$ cat config.mk
export PLATFORM = sky130hd
export DESIGN_NAME = layer_sequencer_ctrl
export DESIGN_NICKNAME = d
export VERILOG_FILES = /design/src/rtl/mobilenet_seq_pkg.sv /design/src/rtl/next_layer_finder.sv /design/src/rtl/layer_sequencer_ctrl.sv
export SDC_FILE = /design/constraint.sdc
export NUM_CORES = 1
export LEC_CHECK = 0
export ABC_AREA = 1
export CORE_ASPECT_RATIO = 1.75
export CORE_UTILIZATION = 49
export DETAILED_ROUTE_END_ITERATION = 10
export PLACE_DENSITY = 0.81
export SLEW_MARGIN = 0
export SYNTH_ARGS = -nofsm -noshare
export SYNTH_HDL_FRONTEND = slang
export SYNTH_SLANG_ARGS = --single-unit
$ cat constraint.sdc
create_clock -name CLK -period 2.3 [get_ports CLK]
set_clock_uncertainty 0.2 [all_clocks]
set_input_delay 0.46 -clock CLK [delete_from_list [all_inputs] [get_ports CLK]]
set_output_delay 0.46 -clock CLK [all_outputs]
set_load 0.1 [all_outputs]
$ cat src/rtl/mobilenet_seq_pkg.sv
// mobilenet_seq_pkg: shared state encodings, error codes and defaults for the layer sequencer.
package mobilenet_seq_pkg;
   localparam int NUM_LAYERS_DEF = 29;
   typedef enum logic [2:0] {
      S_IDLE = 3'd0,
      S_SEEK = 3'd1,
      S_RUN  = 3'd2,
      S_HOLD = 3'd3,
      S_DONE = 3'd4,
      S_ERR  = 3'd5
   } state_t;
   localparam logic [1:0] ERR_NONE    = 2'd0;
   localparam logic [1:0] ERR_TIMEOUT = 2'd1;
   localparam logic [1:0] ERR_ABORT   = 2'd2;
   localparam logic [1:0] ERR_CFG     = 2'd3;
endpackage

$ cat src/rtl/next_layer_finder.sv
// next_layer_finder: combinational search for the lowest unskipped layer in [ptr, last].
// Ports: ptr (search start, one bit wider so last+1 is representable), last (inclusive end),
//        skip_mask (1 = skip), found (a candidate exists), idx (lowest candidate).
module next_layer_finder #(
   parameter int LAYER_W    = 6,
   parameter int NUM_LAYERS = 29
) (
   input  logic [LAYER_W:0]      ptr,
   input  logic [LAYER_W-1:0]    last,
   input  logic [NUM_LAYERS-1:0] skip_mask,
   output logic                  found,
   output logic [LAYER_W-1:0]    idx
);
   // Scan downward so the last hit written is the lowest index.
   always_comb begin
      found = 1'b0;
      idx   = '0;
      for (int i = NUM_LAYERS - 1; i >= 0; i--)
         if (!skip_mask[i] && i >= int'(ptr) && i <= int'(last)) begin
            found = 1'b1;
            idx   = LAYER_W'(i);
         end
   end
endmodule

$ cat src/rtl/layer_sequencer_ctrl.sv
// layer_sequencer_ctrl: runtime-configured layer walk driving layer_exec.
// Ports: CLK/RESETn (async active-low); start/abort/step_mode/step_go host controls;
//        cfg_* range, skip mask and per-layer watchdog (sampled only on launch);
//        layer_start/layer_id/layer_done handshake with layer_exec; bank_wr_sel/bank_rd_sel
//        ping-pong selects; busy/done/error/err_code/fsm_state status; cycle statistics.
module layer_sequencer_ctrl
   import mobilenet_seq_pkg::*;
#(
   parameter int LAYER_W    = 6,
   parameter int NUM_LAYERS = NUM_LAYERS_DEF,
   parameter int CYC_W      = 32
) (
   input  logic                  CLK,
   input  logic                  RESETn,
   input  logic                  start,
   input  logic                  abort,
   input  logic                  step_mode,
   input  logic                  step_go,
   input  logic [LAYER_W-1:0]    cfg_first,
   input  logic [LAYER_W-1:0]    cfg_last,
   input  logic [NUM_LAYERS-1:0] cfg_skip_mask,
   input  logic [CYC_W-1:0]      cfg_timeout,
   output logic                  layer_start,
   output logic [LAYER_W-1:0]    layer_id,
   input  logic                  layer_done,
   output logic                  bank_wr_sel,
   output logic                  bank_rd_sel,
   output logic                  busy,
   output logic                  done,
   output logic                  error,
   output logic [1:0]            err_code,
   output logic [2:0]            fsm_state,
   output logic [LAYER_W:0]      layers_run,
   output logic [CYC_W-1:0]      last_layer_cycles,
   output logic [CYC_W-1:0]      total_cycles
);
   state_t                  state;
   logic [LAYER_W:0]        ptr;
   logic [LAYER_W-1:0]      sh_last;
   logic [NUM_LAYERS-1:0]   sh_mask;
   logic [CYC_W-1:0]        sh_timeout;
   logic [CYC_W-1:0]        layer_cyc;
   logic                    found;
   logic [LAYER_W-1:0]      idx;

   next_layer_finder #(.LAYER_W(LAYER_W), .NUM_LAYERS(NUM_LAYERS)) u_finder (
      .ptr       (ptr),
      .last      (sh_last),
      .skip_mask (sh_mask),
      .found     (found),
      .idx       (idx)
   );

   assign busy      = state inside {S_SEEK, S_RUN, S_HOLD};
   assign done      = state == S_DONE;
   assign error     = state == S_ERR;
   assign fsm_state = state;

   always_ff @(posedge CLK or negedge RESETn)
      if (!RESETn) begin
         state             <= S_IDLE;
         ptr               <= '0;
         sh_last           <= '0;
         sh_mask           <= '0;
         sh_timeout        <= '0;
         layer_cyc         <= '0;
         layer_start       <= 1'b0;
         layer_id          <= '0;
         bank_wr_sel       <= 1'b0;
         bank_rd_sel       <= 1'b1;
         err_code          <= ERR_NONE;
         layers_run        <= '0;
         last_layer_cycles <= '0;
         total_cycles      <= '0;
      end else begin
         layer_start <= 1'b0;
         if (busy && total_cycles != '1)
            total_cycles <= total_cycles + 1'b1;
         if (busy && abort) begin
            state    <= S_ERR;
            err_code <= ERR_ABORT;
         end else
            case (state)
               S_IDLE:
                  if (start) begin
                     ptr               <= {1'b0, cfg_first};
                     sh_last           <= cfg_last;
                     sh_mask           <= cfg_skip_mask;
                     sh_timeout        <= cfg_timeout;
                     layers_run        <= '0;
                     last_layer_cycles <= '0;
                     total_cycles      <= '0;
                     bank_wr_sel       <= 1'b0;
                     bank_rd_sel       <= 1'b1;
                     if (cfg_first > cfg_last || int'(cfg_last) >= NUM_LAYERS) begin
                        state    <= S_ERR;
                        err_code <= ERR_CFG;
                     end else begin
                        state    <= S_SEEK;
                        err_code <= ERR_NONE;
                     end
                  end
               S_SEEK:
                  if (found) begin
                     layer_id    <= idx;
                     layer_start <= 1'b1;
                     layer_cyc   <= CYC_W'(1);
                     state       <= S_RUN;
                  end else
                     state <= S_DONE;
               S_RUN: begin
                  layer_cyc <= layer_cyc + 1'b1;
                  // A done coinciding with the launch pulse belongs to a previous layer.
                  if (layer_done && !layer_start) begin
                     last_layer_cycles <= layer_cyc;
                     layers_run        <= layers_run + 1'b1;
                     bank_wr_sel       <= ~bank_wr_sel;
                     bank_rd_sel       <= ~bank_rd_sel;
                     ptr               <= {1'b0, layer_id} + 1'b1;
                     state             <= step_mode ? S_HOLD : S_SEEK;
                  end else if (sh_timeout != '0 && layer_cyc == sh_timeout) begin
                     state    <= S_ERR;
                     err_code <= ERR_TIMEOUT;
                  end
               end
               S_HOLD:
                  if (step_go || !step_mode)
                     state <= S_SEEK;
               default:
                  if (!start)
                     state <= S_IDLE;
            endcase
      end
endmodule
==> results of run 1 <==
-- flip-flops by register name (all words and copies together) (netlist names), 5 cells and up --
register,flops
sh_last,6
last_layer_cycles,32
ptr,6
layer_id,5
layer_cyc,32
total_cycles,32
sh_timeout,32
layers_run,7
sh_mask,29
-- cells in the mapped netlist (all sizes together) (5+ instances only) --
cell and instances:
nand2 405, dfrtp 188, inv 144, nor2 109
o21ai 97, a21oi 51, nor3 51, nor4 42
nand3 39, xor2 33, clkbuf 26, nand4 26
xnor2 19, o31ai 13, buf 10, ha 10
nor3b 8, o211ai 7, o21a 6, o22ai 5
-- timing repair --
action,4_1_cts,5_1_grt
hold buffers,1,0
buffers inserted,27,23
resized for setup,189,160
gates cloned,2,0
endpoints found under the setup margin,82,109
endpoints found under the hold margin,32,0
pin swaps,46,44
-- per-stage QoR --
stage	hold slack, ns	instance area (um2)	setup TNS (ns)	utilization	worst slack, ns
after floorplan	-0.0356	10500	-20.37	-	-0.432
after global placement	0.188	14000	-26.48	0.683	-0.620
after detailed placement	0.193	14000	-32.09	0.683	-0.581
after CTS	0.281	15400	-12.00	0.754	-0.365
after global routing	0.312	16200	-29.02	0.790	-0.637
final	0.280	16200	-19.85	0.790	-0.458
-- power groups by stage --
stage	Combinational, uW	Clock (uW)	Sequential [uW]
floorplan	4240	0	6120
global placement	8840	0	5060
detailed placement	9000	0	5080
CTS	10200	3150	5080
global route	12300	3320	5220
finish	11600	3190	5150
-- layout by cell type (no fill, tap or decap), types with 31 or more instances in the layout --
cell	n
dfrtp_1	148
buf_6	42
nand2_1	363
inv_1	113
nor2_1	73
clkdlybuf4s50_1	78
o21ai_0	40
xor2_1	31
buf_4	294
o21ai_1	34
-- logic make-up after synthesis --
family                   synth area share
XOR/XNOR                           0.0443
adder cells (fa/ha/maj)            0.0122
AND/OR/NAND/NOR                     0.300
buffers and inverters              0.0686
other                            0.000365
flip-flops                          0.460
AO/OA/AOI/OAI                       0.114
-- routing by layer --
layer | up-vias | track usage
li1 | 5178 | -
met1 | 5623 | 0.375
met2 | 647 | 0.617
met3 | 226 | 0.0542
met4 | 0 | 0.228
met5 | - | 0
-- final cells by class --
cell class	instances	area [um2]
tap	248	310
clock buffer	18	429
multi-input combinational	948	5900
fill	1272	4290
inverter	145	579
sequential	189	4810
timing repair buffer	440	3960
clock inverter	14	185
-- worst paths after layout --
kind / end / slack, ns / cells past startpoint
max: layer_cyc[10] / -0.46 / 18
min in group CLK: sh_mask[11] / 0.29 / 2
min reg2reg: sh_mask[11] / 0.29 / 2
min: sh_timeout[21] / 0.28 / 2
max reg2reg: layer_cyc[10] / -0.46 / 18
max in group asynchronous: bank_rd_sel / 0.92 / 3
-- worst register-to-register path, stage by stage, from the launching register on --
cell     delay, ns
dfrtp_2       0.44
nor2_4        0.24
inv_4         0.10
a21oi_4       0.16
o31ai_2       0.09
nand3_1       0.11
nand2_2       0.09
nor2_4        0.15
nand2_2       0.08
nor2_4        0.18
nand3_4       0.13
nand2_8       0.13
inv_6         0.05
nand3_4       0.07
inv_2         0.04
nand4_1       0.16
nor2_1        0.07
o21ai_1       0.14
nor2_1        0.05
==> metrics.md, run 1 <==
| Metric | Value |
|---|---|
| Outcome | complete, but fails checks |
| Violated checks | DRC, setup timing |
| Warning count from the yosys run | 0 |
| Int Power | 10600 uW |
| Arr. time, crit path | 2.90 ns |
| Antenna viol nets, final | 0 |
| Post-synth EDFFs | 0 |
| First-pass GRT wire length | 58000 um |
| Die area | 0.0216 mm2 |
| Pwr per Cell Area | 1230 mW/mm2 |
| Die span in y | 194 um |
| Crit-path slowest cell | dfrtp_2 |
| Drt wl/cell | 20.2 um |
| Fin cells | 2002 |
| Most frequent CP cell | nor2_4 |
| Seq/Total Area, Yosys | 0.460 |
| Starting DRT DRC Count | 1009 |
| Post-Syn Area | 0.0103 mm2 |
| Layout Area Growth over Synthesis | 57.4% |
| Core Box Area | 0.0205 mm2 |
| Clock Pin Slew Worst Setup and Hold Paths | 0.07 ns |
| Nets | 1831 |
| Psw | 9370 uW |
| Kind of critical path | flop to flop |
| Worst slew margin | 0.411 |
| RSZ-0062 raised after global routing | true |
| Total power | 20000 uW |
| Cells along the critical path | nor2_4, inv_4, a21oi_4, o31ai_2, nand3_1, nand2_2, nor2_4, nand2_2, nor2_4, nand3_4, nand2_8, inv_6, nand3_4, inv_2, nand4_1, nor2_1, o21ai_1, nor2_1 |
| FMAX | 363 MHz |
| Clock Latency Late Sink | 0.46 ns |
| Min Tclk post-route | 2.76 ns |
| Number of antenna diodes | 0 |
| DR WL met2 | 20800 um |
| Global route overflow | 0 |
| Routed WL | 40400 um |
| Max-cap violations | 0 |
| Routability cong. | 0.947 |
| Antenna violations before repair | 0 |
| Largest net degree at the start of global routing | 65 |
| Clk root buf | clkbuf_16 |
| Setup ws final | -0.458 ns |
| TritonCTS clock tree | yes |
| Routed length on met1 | 13700 um |
| Crit path capture type | flop |
| Port buffer count | 166 |
| IO Pins | 168 |
| Dpl hpwl | 26300 um |
| Metal3 WL | 2650 um |
| Sw Share | 0.470 |
| Dpl cells | 1924 |
| Clk pwr share | 0.160 |
| Vias | 11700 |
| Tightest Hold Check Type | input pin to asynchronous set/reset pin |
| Post-Synthesis Cells | 1318 |
| VDD IR max | 0.660 mV |
| Async S/R FF share, synth | 1.00 |
| DRT Pass-1 Iters | 9 |
| Top cells by area, synth | dfrtp_1, nand2_1, inv_1 |
| Worst path bufs/invs | 3 |
| Syn Nets | 1408 |
| Tot GR Track Use | 0.346 |
| Worst-case clock buffer depth | 2 |
| Synth top area share | 0.458 |
| Final hold vios | 0 |
| Synth cell types | 59 |
| Startpoint types | flop |
| Total CTS buffers | 17 |
| Worst-path maximum fanout | 6 |
| Avg Cell Area, Syn | 7.79 um2 |
| CTS sink cnt | 189 |
| Share of power burned in registers | 0.258 |
| Origin of the worst setup path | sh_last[4] |
| Final setup viols | 75 |
| Worst-Margin Slew | 0.876 ns |
| Highest Signal Layer | met4 |
| Crit path largest cell delay | 0.44 ns |
| Share of total power in combinational logic | 0.582 |
| Vias in the first global route | 11300 |
| Vias/cell | 5.83 |
| Std cell rows | 69 |
| H-tree levels | 4 |
| Lkg Pwr | 0.00763 uW |
| Share of cells above drive strength 1 | 0.379 |
| Worst Path Required | 2.44 ns |
| Synth Flop Type | dfrtp_1 |
| Count of pins over their slew limit | 0 |
| Initial Util | 0.502 |
| Number of remaining DRC errors | 14 |
| Final worst path period share | 1.20 |
| R2r startpoint | sh_last[4] |
| #FFs+latches synth | 189 |
| Worst path top cell family by delay | simple AND/OR/NAND/NOR gates |
| Synth area leader | dfrtp_1 |
| Die Wd | 111 um |
Power figures use the tool's default switching activity.
==> run 2: changes to the inputs <==
--- a/config.mk
+++ b/config.mk
@@ -6,10 +6,9 @@
 export NUM_CORES = 1
 export LEC_CHECK = 0
 export ABC_AREA = 1
-export CORE_ASPECT_RATIO = 1.75
-export CORE_UTILIZATION = 49
+export CORE_UTILIZATION = 54
 export DETAILED_ROUTE_END_ITERATION = 10
-export PLACE_DENSITY = 0.81
+export PLACE_DENSITY = 0.85
 export SLEW_MARGIN = 0
 export SYNTH_ARGS = -nofsm -noshare
 export SYNTH_HDL_FRONTEND = slang
==> constraint.sdc (replaced) <==
create_clock -name CLK -period 3.15 [get_ports CLK]
set_clock_uncertainty 0.2 [all_clocks]
set_input_delay 0.63 -clock CLK [delete_from_list [all_inputs] [get_ports CLK]]
set_output_delay 0.63 -clock CLK [all_outputs]
set_load 0.005 [all_outputs]
==> metrics.md, run 2 (synthesis gave the netlist of run 1 again) <==
| Metric | Value |
|---|---|
| Vias/cell | 5.51 (-5.5%) |
| Number of remaining DRC errors | 0 (-14) |
| Die area | 0.0196 mm2 (-9.2%) |
| Clk root buf | clkbuf_16 |
| Initial Util | 0.549 (+0.0471) |
| Clk pwr share | 0.210 (+0.050) |
| Die Wd | 140 um (+26%) |
| Commonest non-fill, non-tap cells in the layout | nand2_1, dfrtp_1, clkdlybuf4s50_1, inv_1, nor2_1 |
| Vias | 9570 (-18%) |
| H-tree levels | 4 (unchanged) |
| Global route overflow | 0 (unchanged) |
| Arr. time, crit path | 3.06 ns (+0.16 ns) |
| Count of pins over their slew limit | 0 (unchanged) |
| Startpoint types | flop |
| Share of total power in combinational logic | 0.419 (-0.163) |
| Std cell rows | 50 (-28%) |
| Routability cong. | 0.954 (+0.76%) |
| Commonest non-fill, non-tap cell in the layout | nand2_1 |
| IO Pins | 168 (unchanged) |
| RSZ-0062 raised after global routing | false |
| Routed WL | 29300 um (-27%) |
| CTS sink cnt | 189 (unchanged) |
| Worst-path maximum fanout | 8 (+2) |
| Antenna violations before repair | 0 (unchanged) |
| Largest net degree at the start of global routing | 90 (+38%) |
| Sw Share | 0.429 (-0.0402) |
| Worst slew margin | 0.618 (+0.207) |
| Core Box Area | 0.0187 mm2 (-8.6%) |
| Total CTS buffers | 17 (unchanged) |
| Drt wl/cell | 16.9 um (-16%) |
| FMAX | 340 MHz (-6.1%) |
| Vias in the first global route | 9254 (-18%) |
| Max-cap violations | 0 (unchanged) |
| Min Tclk post-route | 2.94 ns (+0.180 ns) |
| Nets | 1580 (-14%) |
| Die span in y | 140 um (-28%) |
| Final worst path period share | 0.933 (-0.266) |
| TritonCTS clock tree | yes |
| Psw | 4290 uW (-54%) |
| Share of power burned in registers | 0.371 (+0.113) |
| Final setup viols | 0 (-100%) |
| Worst-case clock buffer depth | 2 (unchanged) |
| Worst Path Required | 3.28 ns (+0.84 ns) |
| Antenna viol nets, final | 0 (unchanged) |
| DRT Pass-1 Iters | 6 (-3) |
| VDD IR max | 0.457 mV (-31%) |
| Kind of critical path | flop to flop |
| Worst-Margin Slew | 0.572 ns (-0.304 ns) |
| Setup ws final | 0.212 ns (+0.670 ns) |
| Lkg Pwr | 0.00576 uW (-24%) |
| Hold WS | 0.291 ns (+0.0114 ns) |
| Layout Area Growth over Synthesis | 25.2% |
| Number of antenna diodes | 0 (unchanged) |
| Starting DRT DRC Count | 785 (-22%) |
| Pre-CTS WS | 0.247 ns (+0.828 ns) |
| Pwr per Cell Area | 777 mW/mm2 (-37%) |
| Crit path capture type | flop |
| Tightest Hold Check Type | flop to flop |
| Int Power | 5700 uW (-46%) |
| Final setup TNS | 0 ns (+19.85 ns) |
| Port buffer count | 166 (unchanged) |
| Final hold vios | 0 (unchanged) |
| Outcome | complete, no violations |
| Tot GR Track Use | 0.310 (-0.0354) |
| Clock Pin Slew Worst Setup and Hold Paths | 0.08 ns (about the same) |
| Dpl hpwl | 22000 um (-17%) |
| Clock Latency Late Sink | 0.45 ns (about the same) |
| First-pass GRT wire length | 47700 um (-18%) |
| Share of cells above drive strength 1 | 0.0772 (-0.301) |
run 2: changes by cell type in the layout (fill, tap and decap cells not counted), sizes merged:
| cell | before | now |
|---|---|---|
| buf | 361 | 23 |
| clkinv | 5 | 7 |
| clkdlybuf4s50 | 78 | 165 |
| clkbuf | 18 | 19 |
| clkinvlp | 4 | 0 |
| bufinv | 3 | 0 |
| inv | 147 | 151 |
run 2: final cells by class:
| class | instances | area, um2 |
|---|---|---|
| Fill cell | 1519 | 5840 |
| Multi-Input combinational cell | 948 | 4850 |
| Sequential cell | 189 | 4730 |
| Timing Repair Buffer | 189 | 1870 |
| Inverter | 145 | 549 |
| Clock buffer | 19 | 443 |
| Tap cell | 234 | 293 |
| Clock inverter | 13 | 126 |
run 2: power by group through the flow:
stage	Sequential, uW	Combinational, uW	Clock, uW
5_1_grt	3780	4710	2210
3_5_place_dp	3730	4120	0
4_1_cts	3690	4150	2110
2_1_floorplan	3510	2870	0
3_3_place_gp	3730	4070	0
6_report	3710	4190	2100
run 2: path summary, 6_finish.rpt:
path / startpoint / end / slack (ns) / depth (start not counted)
worst max-delay path: ptr[5] / layer_cyc[17] / 0.21 / 14
worst min-delay path: last_layer_cycles[26] / last_layer_cycles[26] / 0.29 / 2
worst max register to register: ptr[5] / layer_cyc[17] / 0.21 / 14
worst min register to register: last_layer_cycles[26] / last_layer_cycles[26] / 0.29 / 2
max in group asynchronous: RESETn / ptr[3] / 1.35 / 3
min in group asynchronous: RESETn / total_cycles[14] / 0.51 / 2
run 2: timing repair:
action | CTS | global route
setup endpoints to repair | 0 | 3
hold buffers | 1 | 0
buffers inserted | 0 | 0
endpoints found under the hold margin | 47 | 0
gates resized for setup | 0 | 5
run 2: metrics by stage:
stage / util / total power [uW] / cells / instance area (um2)
after floorplan: - / 6380 / 1318 / 10300
after global placement: 0.656 / 7800 / 1704 / 12300
after detailed placement: 0.656 / 7850 / 1704 / 12300
after CTS: 0.687 / 9960 / 1737 / 12800
after global routing: 0.688 / 10700 / 1737 / 12900
final: 0.688 / 9990 / 1737 / 12900
run 2: worst max-delay path: stages, from the launching register on:
cell and delay (ns):
dfrtp_1 0.45, nor2_4 0.23, nand2_2 0.19, nor4_1 0.46, nor2_1 0.14, nand3_2 0.10
nor2_2 0.06, nand3_4 0.08, nand2_4 0.10, nor3_4 0.19, inv_2 0.11, nor3_4 0.19
nand3_1 0.13, o21ai_1 0.14, a21oi_1 0.05
run 2: routing by layer:
layer / global-route usage / routed length, um / vias up / part of all wire
li1: - / - / 4659 / -
met1: 0.420 / 12900 / 4484 / 0.44
met2: 0.502 / 13800 / 365 / 0.47
met3: 0.0533 / 1780 / 62 / 0.061
met4: 0.116 / 877 / 0 / 0.030
met5: 0 / 0 / - / 0
==> run 3: changes to the inputs <==
--- a/config.mk
+++ b/config.mk
@@ -6,10 +6,13 @@
 export NUM_CORES = 1
 export LEC_CHECK = 0
 export ABC_AREA = 1
-export CORE_UTILIZATION = 54
+export CORE_MARGIN = 2
+export CORE_UTILIZATION = 55
 export DETAILED_ROUTE_END_ITERATION = 10
+export HOLD_SLACK_MARGIN = 0.03
 export PLACE_DENSITY = 0.85
 export SLEW_MARGIN = 0
 export SYNTH_ARGS = -nofsm -noshare
 export SYNTH_HDL_FRONTEND = slang
+export SYNTH_HIERARCHICAL = 1
 export SYNTH_SLANG_ARGS = --single-unit
==> metrics.md, run 3 <==
| Metric | Value |
|---|---|
| Startpoint types | flop |
| Antenna viol nets, final | 0 (unchanged) |
| Seq/Total Area, Yosys | 0.438 (-0.0225) |
| Vias/cell | 5.70 (+3.5%) |
| Max-cap violations | 0 (unchanged) |
| First-pass GRT wire length | 53700 um (+13%) |
| Layout fillers | 1492 (-1.8%) |
| Die area | 0.0210 mm2 (+7.2%) |
| Dpl cell area | 0.0130 mm2 (+6.1%) |
| Routability cong. | 1.01 (+5.3%) |
| Int Power | 7070 uW (+24%) |
| Commonest cells post-synth | nand2_1, dfrtp_1, inv_1 |
| Count leader, synth | nand2_1 |
| Syn Nets | 1611 (+14%) |
| Post-Syn Area | 0.0109 mm2 (+6.2%) |
| Most frequent CP cell | nor2_4 |
| Synth top area share | 0.436 (-0.0223) |
| Async S/R FF share, synth | 1.00 (unchanged) |
| Commonest non-fill, non-tap cells in the layout | nand2_1, dfrtp_1, clkdlybuf4s50_1, inv_1, nor2_1 |
| Design area | 0.0140 mm2 (+8.9%) |
| Commonest non-fill, non-tap cell in the layout | nand2_1 |
| RSZ-0062 raised after global routing | true |
| FF-to-FF path depth | 18 (+4) |
| Warning count from the yosys run | 6 (+6) |
| Post-synth EDFFs | 0 (unchanged) |
| Worst slew margin | 0.584 (-0.0348) |
| Global route overflow | 0 (unchanged) |
| Core Box Area | 0.0195 mm2 (+4.0%) |
| Pwr per Cell Area | 890 mW/mm2 (+15%) |
| Share of total power in combinational logic | 0.487 (+0.068) |
| Final hold vios | 0 (unchanged) |
| Lkg Pwr | 0.00645 uW (+12%) |
| Share of power burned in registers | 0.328 (-0.043) |
| Largest net degree at the start of global routing | 75 (-17%) |
| Setup ws final | -0.0417 ns (-0.254 ns) |
| Clock Pin Slew Worst Setup and Hold Paths | 0.07 ns (about the same) |
| TritonCTS clock tree | yes |
| Die span in y | 145 um (+3.5%) |
| Top cells by area, synth | dfrtp_1, nand2_1, inv_1 |
| Arr. time, crit path | 3.31 ns (+0.25 ns) |
| Worst Path Required | 3.27 ns (about the same) |
| Vias | 11400 (+19%) |
| Kind of critical path | flop to flop |
| Outcome | complete, but fails checks |
| Crit path capture type | flop |
| IO Pins | 168 (unchanged) |
| Number of remaining DRC errors | 0 (unchanged) |
| Total CTS buffers | 17 (unchanged) |
| FMAX | 313 MHz (-8.0%) |
| End of the worst register-to-register path | layer_cyc[23] |
| FF-to-FF setup slack | -0.04 ns (-0.25 ns) |
| Final worst path period share | 1.01 (+0.0806) |
| Total power | 12500 uW (+25%) |
| Synth area leader | dfrtp_1 |
| Share of cells above drive strength 1 | 0.0983 (+0.0211) |
| Final setup TNS | -0.146 ns (-0.146 ns) |
| Nets | 1806 (+14%) |
| Violated checks | setup timing |
| Clk root buf | clkbuf_16 |
| Avg Cell Area, Syn | 7.18 um2 (-7.9%) |
| Crit path largest cell delay | 0.44 ns (-0.02 ns) |
| Min Tclk post-route | 3.19 ns (+0.254 ns) |
| Layout Area Growth over Synthesis | 28.3% |
| Clock Latency Late Sink | 0.45 ns (about the same) |
| Worst-Margin Slew | 0.624 ns (+0.0521 ns) |
| Initial Util | 0.561 (+0.0116) |
| R2r startpoint | ptr[5] |
| Die Wd | 145 um (+3.5%) |
| Tightest Hold Check Type | flop to flop |
| Cells along the critical path | nor2_2, inv_2, nor2_4, inv_4, nor2_4, inv_2, or4_4, nand3_2, nor4b_4, nand2_1, nand4_1, a21oi_2, buf_12, nand2_4, nor2_4, nand3_2, o21ai_2, a21oi_1 |
| Psw | 5400 uW (+26%) |
| Dpl hpwl | 24800 um (+13%) |
| Drt wl/cell | 17.3 um (+2.7%) |
| Clk pwr share | 0.185 (-0.025) |
| Starting DRT DRC Count | 1166 (+49%) |
| Final setup viols | 5 (+5) |
| Sw Share | 0.433 (+0.00360) |
| Worst-case clock buffer depth | 2 (unchanged) |
| Std cell rows | 51 (+2.0%) |
| CTS sink cnt | 191 (+1.1%) |
| Count of pins over their slew limit | 0 (unchanged) |
| Post-Synthesis Cells | 1521 (+15%) |
| Antenna violations before repair | 0 (unchanged) |
| H-tree levels | 4 (unchanged) |
| Crit-path slowest cell | or4_4 |
| Number of antenna diodes | 0 (unchanged) |
| Routed WL | 34500 um (+18%) |
| Worst-path maximum fanout | 10 (+2) |
| #FFs+latches synth | 191 (+1.1%) |
| Hold_sp | last_layer_cycles[17] |
| Worst Hold Path EP | last_layer_cycles[17] |
| Vias in the first global route | 10800 (+16%) |
| VDD IR max | 0.532 mV (+16%) |
| Synth Flop Type | dfrtp_1 |
| Synth cell types | 52 (-12%) |
| Tot GR Track Use | 0.327 (+0.0169) |
| Hold path depth | 2 (unchanged) |
| DRT Pass-1 Iters | 6 (unchanged) |
| Port buffer count | 167 (+0.60%) |
-- run 3: repair_timing --
item,in CTS,in global routing
endpoints found under the hold margin,15,0
setup buffers,4,10
resized for setup,10,59
endpoints found under the setup margin,16,38
gates cloned,0,3
pin swaps,7,18
hold buffers,1,0
-- run 3: per-stage QoR --
stage / utilization / hold WS (ns) / setup WS [ns] / std cells
after detailed placement: 0.669 / 0.271 / -0.0946 / 1944
after global routing: 0.720 / 0.312 / -0.167 / 1994
final: 0.720 / 0.294 / -0.0417 / 1994
after global placement: 0.669 / 0.264 / 0.0314 / 1944
after CTS: 0.704 / 0.291 / 0.0184 / 1981
after floorplan: - / 0.134 / 0.142 / 1521
-- run 3: critical path: cells and delay by family (launching register included) --
family,cells,cell delay (ns)
flops,1,0.39
buf+inv,4,0.37
compound gates,3,0.47
simple gates,11,1.66
-- run 3: kinds of logic after synthesis --
kind of cell | synth area share
other | 0.000344
buffers and inverters | 0.0806
AOI/OAI and AO/OA | 0.113
xor gates and xnor gates | 0.0353
DFF | 0.438
and+or+nand+nor | 0.322
adders and majority gates | 0.0115
-- run 3: how the worst max path moves through the flow --
stage | from | depth (start not counted) | endpoint | slack [ns]
floorplan | ptr[5] | 18 | layer_cyc[16] | 0.14
global placement | ptr[5] | 20 | layer_cyc[16] | 0.03
detailed placement | ptr[5] | 20 | layer_cyc[23] | -0.09
CTS | sh_last[4] | 19 | layer_cyc[23] | 0.02
global route | ptr[1] | 17 | layer_cyc[13] | -0.17
finish | ptr[5] | 18 | layer_cyc[23] | -0.04
-- run 3: final cells by class --
type	count	area (um2)	share of cell area
Clock inverter	10	151	0.0108
Timing Repair Buffer	219	2180	0.155
Sequential cell	191	4790	0.342
Tap cell	265	332	0.0237
Multi-Input combinational cell	1114	5440	0.389
Inverter	173	656	0.0468
Clock buffer	22	464	0.0331
-- run 3: routing by layer --
layer	track usage	part of all wire	up-vias
li1	-	-	5241
met1	0.432	0.39	5322
met3	0.0523	0.092	134
met4	0.132	0.040	0
met5	0	0	-
met2	0.541	0.47	671
-- run 3: power groups by stage --
stage                     registers (uW)  logic [uW]  clock network [uW]
after floorplan                     3820        3410                   0
after global placement              4040        5190                   0
after detailed placement            4070        5320                   0
after CTS                           4040        5460                2330
after global routing                4160        6630                2420
final                               4090        6070                2310
